<file path="config.mk">
export PLATFORM = sky130hd
export DESIGN_NAME = adder_driver
export DESIGN_NICKNAME = d
export VERILOG_FILES = /design/src/rtl/adder_driver.sv
export SDC_FILE = /design/constraint.sdc
export NUM_CORES = 1
export LEC_CHECK = 0
export ABC_CLOCK_PERIOD_IN_PS = 3100
export CAP_MARGIN = 20
export CORE_MARGIN = 4
export CORE_UTILIZATION = 52
export CTS_CLUSTER_DIAMETER = 60
export DETAILED_ROUTE_END_ITERATION = 8
export GPL_TIMING_DRIVEN = 0
export PLACE_DENSITY = 0.78
export SYNTH_ARGS = -nofsm -noshare
export SYNTH_HDL_FRONTEND = slang
export SYNTH_SLANG_ARGS = --single-unit
</file>
<file path="constraint.sdc">
create_clock -name clk -period 3.1 [get_ports clk]
set_input_delay 0.465 -clock clk [delete_from_list [all_inputs] [get_ports clk]]
set_output_delay 0.465 -clock clk [all_outputs]
set_load 0.02 [all_outputs]
</file>
<file path="src/rtl/adder_driver.sv">
// Initiator for the adder's a/b/valid -> c interface: issues operand pairs,
// checks each returned c against a locally computed sum, queues the results.
module adder_driver #(
  parameter int DATA_W     = 4,
  parameter int RES_W      = DATA_W + 1,
  parameter int ADD_LAT    = 1,
  parameter int FIFO_DEPTH = 4
) (
  input  logic              clk,
  input  logic              reset,
  input  logic              in_valid,
  output logic              in_ready,
  input  logic [DATA_W-1:0] in_a,
  input  logic [DATA_W-1:0] in_b,
  output logic [DATA_W-1:0] a,
  output logic [DATA_W-1:0] b,
  output logic              valid,
  input  logic [RES_W-1:0]  c,
  output logic              out_valid,
  input  logic              out_ready,
  output logic [RES_W-1:0]  out_sum,
  output logic              out_mismatch,
  output logic [15:0]       err_cnt,
  output logic              busy
);

  localparam int STAGES = ADD_LAT + 1;
  localparam int PTR_W  = $clog2(FIFO_DEPTH);
  localparam int CNT_W  = $clog2(FIFO_DEPTH + ADD_LAT + 2) + 1;

  logic [STAGES-1:0] tag_live;
  logic [RES_W-1:0]  tag_exp [STAGES];
  logic [RES_W-1:0]  fifo_sum [FIFO_DEPTH];
  logic              fifo_mm [FIFO_DEPTH];
  logic [PTR_W-1:0]  rd_ptr;
  logic [PTR_W-1:0]  wr_ptr;
  logic [CNT_W-1:0]  fifo_count;
  logic [CNT_W-1:0]  inflight;
  logic [CNT_W-1:0]  credit_used;
  logic [RES_W-1:0]  exp_in;
  logic              accept;
  logic              push;
  logic              pop;
  logic              mismatch;

  // Every issued op reserves a FIFO slot, so a push can never find the FIFO full.
  always_comb begin
    inflight = '0;
    for (int i = 0; i < STAGES; i++) begin
      inflight = inflight + CNT_W'(tag_live[i]);
    end
  end

  assign credit_used  = fifo_count + inflight;
  assign in_ready     = reset && (credit_used < CNT_W'(FIFO_DEPTH));
  assign accept       = in_valid && in_ready;
  assign exp_in       = RES_W'(in_a) + RES_W'(in_b);
  assign push         = tag_live[STAGES-1];
  assign mismatch     = (c != tag_exp[STAGES-1]);
  assign out_valid    = (fifo_count != '0);
  assign pop          = out_valid && out_ready;
  assign out_sum      = fifo_sum[rd_ptr];
  assign out_mismatch = fifo_mm[rd_ptr];
  assign busy         = (inflight != '0) || out_valid;

  always_ff @(posedge clk) begin
    if (!reset) begin
      a          <= '0;
      b          <= '0;
      valid      <= 1'b0;
      tag_live   <= '0;
      rd_ptr     <= '0;
      wr_ptr     <= '0;
      fifo_count <= '0;
      err_cnt    <= '0;
    end else begin
      assert (!(push && fifo_count == CNT_W'(FIFO_DEPTH)));
      valid <= accept;
      if (accept) begin
        a <= in_a;
        b <= in_b;
      end
      tag_live <= {tag_live[STAGES-2:0], accept};
      if (push) wr_ptr <= wr_ptr + PTR_W'(1);
      if (pop)  rd_ptr <= rd_ptr + PTR_W'(1);
      case ({push, pop})
        2'b10:   fifo_count <= fifo_count + CNT_W'(1);
        2'b01:   fifo_count <= fifo_count - CNT_W'(1);
        default: fifo_count <= fifo_count;
      endcase
      if (push && mismatch && err_cnt != 16'hFFFF) err_cnt <= err_cnt + 16'd1;
    end
  end

  // Datapath storage needs no reset; live bits and pointers qualify it.
  always_ff @(posedge clk) begin
    tag_exp[0] <= exp_in;
    for (int i = 1; i < STAGES; i++) begin
      tag_exp[i] <= tag_exp[i-1];
    end
    if (push) begin
      fifo_sum[wr_ptr] <= c;
      fifo_mm[wr_ptr]  <= mismatch;
    end
  end

endmodule

</file>
Word level (Yosys, flattened, before mapping)
Memories as Yosys holds them, arrays and structs flattened. A register that Yosys moved wholly into a read port is not among the register bits.
Cells that the tools add are included.
- register bits after elaboration: 35
- bits in writable memories: 34
- bits of input ports: 17
- output and inout bits: 34
- logic and storage cells: 40
- memories kept: 3
- memory list (name ; words ; width ; rd ports ; clocked after memory_dff ; wr ports ; RTL line ; source):
    fifo_sum ; 4 ; 5 ; 1 ; 1 ; 1 ; 33 ; logic [RES_W-1:0] fifo_sum [FIFO_DEPTH];
    tag_exp ; 2 ; 5 ; 2 ; 0 ; 2 ; 32 ; logic [RES_W-1:0] tag_exp [STAGES];
    fifo_mm ; 4 ; 1 ; 1 ; 1 ; 1 ; 34 ; logic fifo_mm [FIFO_DEPTH];
- add/subtract/negate cells: 8
- magnitude comparators: 1
- equality and inequality tests: 4
- multiplexer cells: 7
- reduce and logical (&&, ||, !) cells: 9
- operators with widths (cell ; count):
    adder 16 x 1 -> 16 bit, second input constant ; 1
    != test 16 bit, second input constant ; 1
    two-way mux 2 bit ; 4
    case mux 4 bit (2 select lines) ; 1
    nonzero test 4 bit ; 2
    adder 4 x 4 -> 5 bit ; 1
    logical AND 1 bit ; 5
    != test 5 bit ; 1
    adder 2 x 1 -> 2 bit, second input constant ; 2
    adder 4 x 1 -> 4 bit, second input constant ; 1
    adder 4 x 2 -> 4 bit ; 1
    less-than comparator 4 x 3 -> 1 bit, second input constant ; 1
    subtractor 4 x 1 -> 4 bit, second input constant ; 1
    adder 1 x 1 -> 2 bit ; 1
    == test 2 x 1 -> 1 bit, second input constant ; 1
    == test 2 bit, second input constant ; 1
    two-way mux 1 bit ; 2
    nonzero test 2 bit ; 1
    logical OR 1 bit ; 1

Logic depth before layout (Yosys ltp)
Gate-level depths: netlist (run 1).
- depth after elaboration: 5
- gate-level depth with buffers: 10
- depth with buffers taken out: 9

Least setup slack after synthesis (run 1)
Ideal clock, no wire load.
- path type: register to register
- from: register fifo_count[0]
- to: register fifo_count[2]
- library setup time: 70 ps
- data arrival time: 2449 ps
- required time: 3030 ps
- path slack: 582 ps
- stages on the path, launching flop included: 10
- buffers on the path: 0
- path through: dfxtp_1 -> or4_1 -> and2_1 -> ha_1 -> xor2_1 -> ha_1 -> a21oi_1 -> xor2_1 -> or3_1 -> a21oi_1
- word-level cells in the longest chain between the ends: 4
- RTL lines (element ; RTL line ; source):
    start: declaration ; 37 ; logic [CNT_W-1:0] fifo_count;
    start signal: assignment ; 87 ; 2'b10: fifo_count <= fifo_count + CNT_W'(1);
    start signal: assignment ; 88 ; 2'b01: fifo_count <= fifo_count - CNT_W'(1);
    start signal: assignment ; 89 ; default: fifo_count <= fifo_count;
    nonzero test 4 bit * ; 60 ; assign out_valid = (fifo_count != '0);
    via out_valid ; 19 ; output logic out_valid,
    logical AND 1 bit * ; 61 ; assign pop = out_valid && out_ready;
    == test 2 x 1 -> 1 bit / == test 2 bit (equally long branches) ; 86 ; case ({push, pop})
    case mux 4 bit (2 select lines) / nonzero test 2 bit (equally long branches) ; n/a ;
Mark *: on every way through the listed nets, which the timed path passes. The rest lies on a longest branch.
A chain may end at the register's enable or synchronous reset.

Worst setup path in the final report (run 1)
- from: register tag_live[1]
- to: output in_ready
- word-level cells in the longest chain between the ends: 4
- RTL lines (element ; RTL line ; source):
    start: declaration ; 31 ; logic [STAGES-1:0] tag_live;
    start signal: assignment ; 83 ; tag_live <= {tag_live[STAGES-2:0], accept};
    adder 1 x 1 -> 2 bit ; 50 ; inflight = inflight + CNT_W'(tag_live[i]);
    adder 4 x 2 -> 4 bit ; 54 ; assign credit_used = fifo_count + inflight;
    less-than comparator 4 x 3 -> 1 bit ; 55 ; assign in_ready = reset && (credit_used < CNT_W'(FIFO_DEPTH));
    logical AND 1 bit ; 55 ;
    end: declaration ; 12 ; output logic in_ready,
No other way between the ends.

==> summary.md, run 1 <==
| Metric | Value |
|---|---|
| Crit Path Max Fanout | 9 |
| Starting Density | 54.2% |
| Root buffer cell | clkbuf_8 |
| CTS resizes | 0 |
| Fin Clk Skew | 0.00545 ns |
| First-pass GRT wire length | between 9000 and 10000 um |
| Syn nets | 296 |
| Vias in the first global route | 2124 |
| Worst vdd rail ir drop | 0.402 mV |
| CP peak stage delay | 0.61 ns |
| Fillers | 417 |
| I/O pin cnt | 51 |
| Largest net degree at the start of global routing | 13 |
| Share of cells above drive strength 1 | 10.9% |
| CP startpoint | tag_live[1]$_SDFF_PN0_ |
| Initial DRC Count | 79 |
| ANT cells | 0 |
| Crit path DAT | about 2.5 ns |
| CTS Buf Count | 9 |
| Initial antenna violation count | 0 |
| CTS max path bufs | 2 |
| Synth top area share | a little under a third |
| Post-synth EDFFs | 24 |
| Tmin final | 2.93 ns |
| Die height | 84.2 um |
| Port Buffers | 50 |
| MaxCap Viol Count | 0 |
| CP Capture Type | primary output |
| Hold slack final | between 0.3 and 0.4 ns |
| Worst Path Required | between 2 and 3 ns |
| CTS tree | done |
| Post-route DRC | 0 |
| Seq/Total Area, Yosys | 54.3% |
| Area of the die | ~7100 sq um |
| Primary FF master, synth | dfxtp_1 |
| Chip width | between 80 and 90 um |
| Yosys cell types | 45 |
| Skew-Pair Late Insertion Delay | 0.33 ns |
| Crit start category | flip-flop |
| DP Wirelength | 4220 um |
| Fin. Hold Viols | 0 |
| DRT Pass-1 Iters | 4 |
| Area growth from synthesis to layout | 26.8% |
| YS warnings | 0 |
| Post-route ant nets | 0 |
| Max-slew violations | 0 |
| Fmax achieved | 341 MHz |
| CP Cell Sequence | buf_4 > inv_1 > ha_1 > a31oi_1 > mux2i_1 > and2_1 > clkdlybuf4s50_1 |
| FF-to-FF Start | fifo_count[2]$_SDFFE_PN0P_ |
| DR vias/cell | 5.36 |
| LEAKAGE | 1.39 nW |
| Syn Inst Count | 263 |
| CP max stage cell | clkdlybuf4s50_1 |
| Nets | 358 |
| Status | finished, final reports clean |
| Remaining Overflow, GRT | 0 |
| Clock sink count | 70 |
| RePlAce Congestion | 0.788 |
| Drt total wl | 5750 um |
| Top cells by area, synth | dfxtp_1 30%, edfxtp_1 24%, ha_1 6.2%, mux4_2 4.5%, nand2_1 3.2% |
| Crit path kind | reg -> out |
| #FFs+latches synth | 70 |
| Site Rows | 27 |
| H-Tree Depth | 3 |
| Final setup vio count | 0 |
| Worst hold path class | reg -> reg |
| Post-route cell area | between 3000 and 4000 sq um |
| Syn avg cell area | 11.5 sq um |
| Slew @ Worst Pin | 0.507 ns |
| Power per cell area | 627 nW/um^2 |
| Gr usage total | ~17% |
| Placed Area | between 3000 and 4000 sq um |
| Hold_sp | tag_exp[0][2]$_DFF_P_ |
| Final period util | 94.6% |
| Leading area contributor after synthesis | dfxtp_1 |
| Clock slew at reported path FFs | 0.07 ns |
| Routed vias | 2156 |
| Final TNS setup | 0 ns |
| RSZ-0062 raised after global routing | false |
| Mapped cell area | 3020 sq um |
| Placeable Area | 5570 sq um |
| Reg-to-reg slack, setup | 0.53 ns |
| DR WL/cell | 14.3 um |
| Post-synth ARST share | 0% |
| Slew HR | 66.2% |
## metal layers
layer / up-vias / global-route usage [%] / wire length (um)
met2: 64 / 27.3 / 2700
met3: 6 / 4.12 / 303
met5: - / 0 / 0
li1: 1091 / - / -
met1: 995 / 22.7 / 2670
met4: 0 / 7.89 / 75
## logic make-up after synthesis
logic type	count (synthesis)	synth area share, %
simple gates	83	15.4
flops	70	54.3
compound gates	53	11.0
buf+inv	16	2.23
fa+ha+maj	16	6.87
xor+xnor	14	4.06
mux	11	6.13
## critical path: cells and delay by family (launching register included)
family                     cells  cell delay (ns)
AOI/OAI and AO/OA              1             0.21
and+or+nand+nor                1             0.15
muxes                          1             0.26
adders and majority gates      1             0.28
DFF                            1             0.36
buffers and inverters          3             0.89
## where the power goes
part / leakage, nW / internal (W) / switching [W] / total, W
combinational: 0.694 / 0.000282 / 0.000281 / 0.000563
clock: 0.103 / 0.000447 / 0.000328 / 0.000775
sequential: 0.593 / 0.00102 / 0.0000463 / 0.00107
total: 1.39 / 0.00175 / 0.000655 / 0.00241
## metrics by stage
stage / utilization, % / power, W / setup slack, ns / std cells
after floorplan: - / 0.00144 / 0.582 / 263
after global placement: 64.8 / 0.00163 / 0.297 / 385
after detailed placement: 64.8 / 0.00165 / 0.318 / 385
after CTS: 68.6 / 0.00243 / 0.146 / 401
after global routing: 68.8 / 0.00253 / 0.00350 / 402
final: 68.8 / 0.00241 / 0.167 / 402
## placed cells by master, fill, tap and decap left out, types with 2 or more instances in the layout
cell              n
clkdlybuf4s50_1  50
nand2_1          26
ha_1             15
and3_1            2
clkbuf_1          6
nand4_2           2
and2_1            7
clkbuf_8          9
bufinv_16         2
inv_1             6
nor3_1            3
nand2b_1          2
mux2i_1           5
or4_1             5
nand4_1           3
a21o_1            4
o21ai_1           6
o21ai_0          15
mux4_2            6
xnor2_1           8
a31oi_1           2
buf_2             3
or3_1             9
clkinvlp_4        2
dfxtp_1          46
nor2_1           10
buf_4             2
clkinv_2          2
or2_2             2
o31ai_1           3
xor2_1            6
edfxtp_1         24
a21oi_1          15
and4_1            3
nand3b_1          2
o211ai_1          2
## cells in the mapped netlist, drive strengths merged, types with 3 or more instances
library cell   n
and2           8
a21oi         15
ha            15
o31ai          3
and4           3
mux2i          5
inv            6
nand4          5
or4            5
xnor2          8
a21o           4
nand2         27
nor3           3
o21ai         22
mux4           6
or2            3
dfxtp         46
nor2          10
buf            4
and3           3
xor2           6
edfxtp        24
clkbuf         6
or3            9
## final timing paths
check | to | depth (start not counted)
worst max-delay path | in_ready | 7
worst min-delay path | tag_exp[0][7]$_DFF_P_ | 0
worst max register to register | fifo_count[2]$_SDFFE_PN0P_ | 10
worst min register to register | tag_exp[0][7]$_DFF_P_ | 0
## flip-flops by register name, summed over array words and instances, names as in the netlist, named ones only
signal	flops
a	4
fifo_count	4
b	4
fifo_sum	20
tag_exp	10
rd_ptr	2
fifo_mm	4
wr_ptr	2
tag_live	2
err_cnt	16
## layout make-up
cell class	count	area (sq um)	area share, %
flip-flops and latches	70	1640	42.8
multi-input cells	177	1310	34.3
repair buffers	51	508	13.3
clock buffers	9	124	3.23
well taps	72	90.1	2.35
clock inverters	7	88.8	2.32
plain buffers	10	45.0	1.17
inverters	6	22.5	0.587
## repair_timing
action	in CTS	in global routing
hold buffers	0	0
hold endpoints to repair	0	0
endpoints found under the setup margin	0	1
setup buffers	0	1
Note: power is estimated with default switching activity, not from simulation.
==> run 2, diff against run 1 <==
--- a/config.mk
+++ b/config.mk
@@ -6,7 +6,6 @@
 export NUM_CORES = 1
 export LEC_CHECK = 0
 export ABC_CLOCK_PERIOD_IN_PS = 3100
-export CAP_MARGIN = 20
 export CORE_MARGIN = 4
 export CORE_UTILIZATION = 52
 export CTS_CLUSTER_DIAMETER = 60
==> results of run 2 <==
Same layout as run 1: the final DEF is identical, and so are final timing and power.
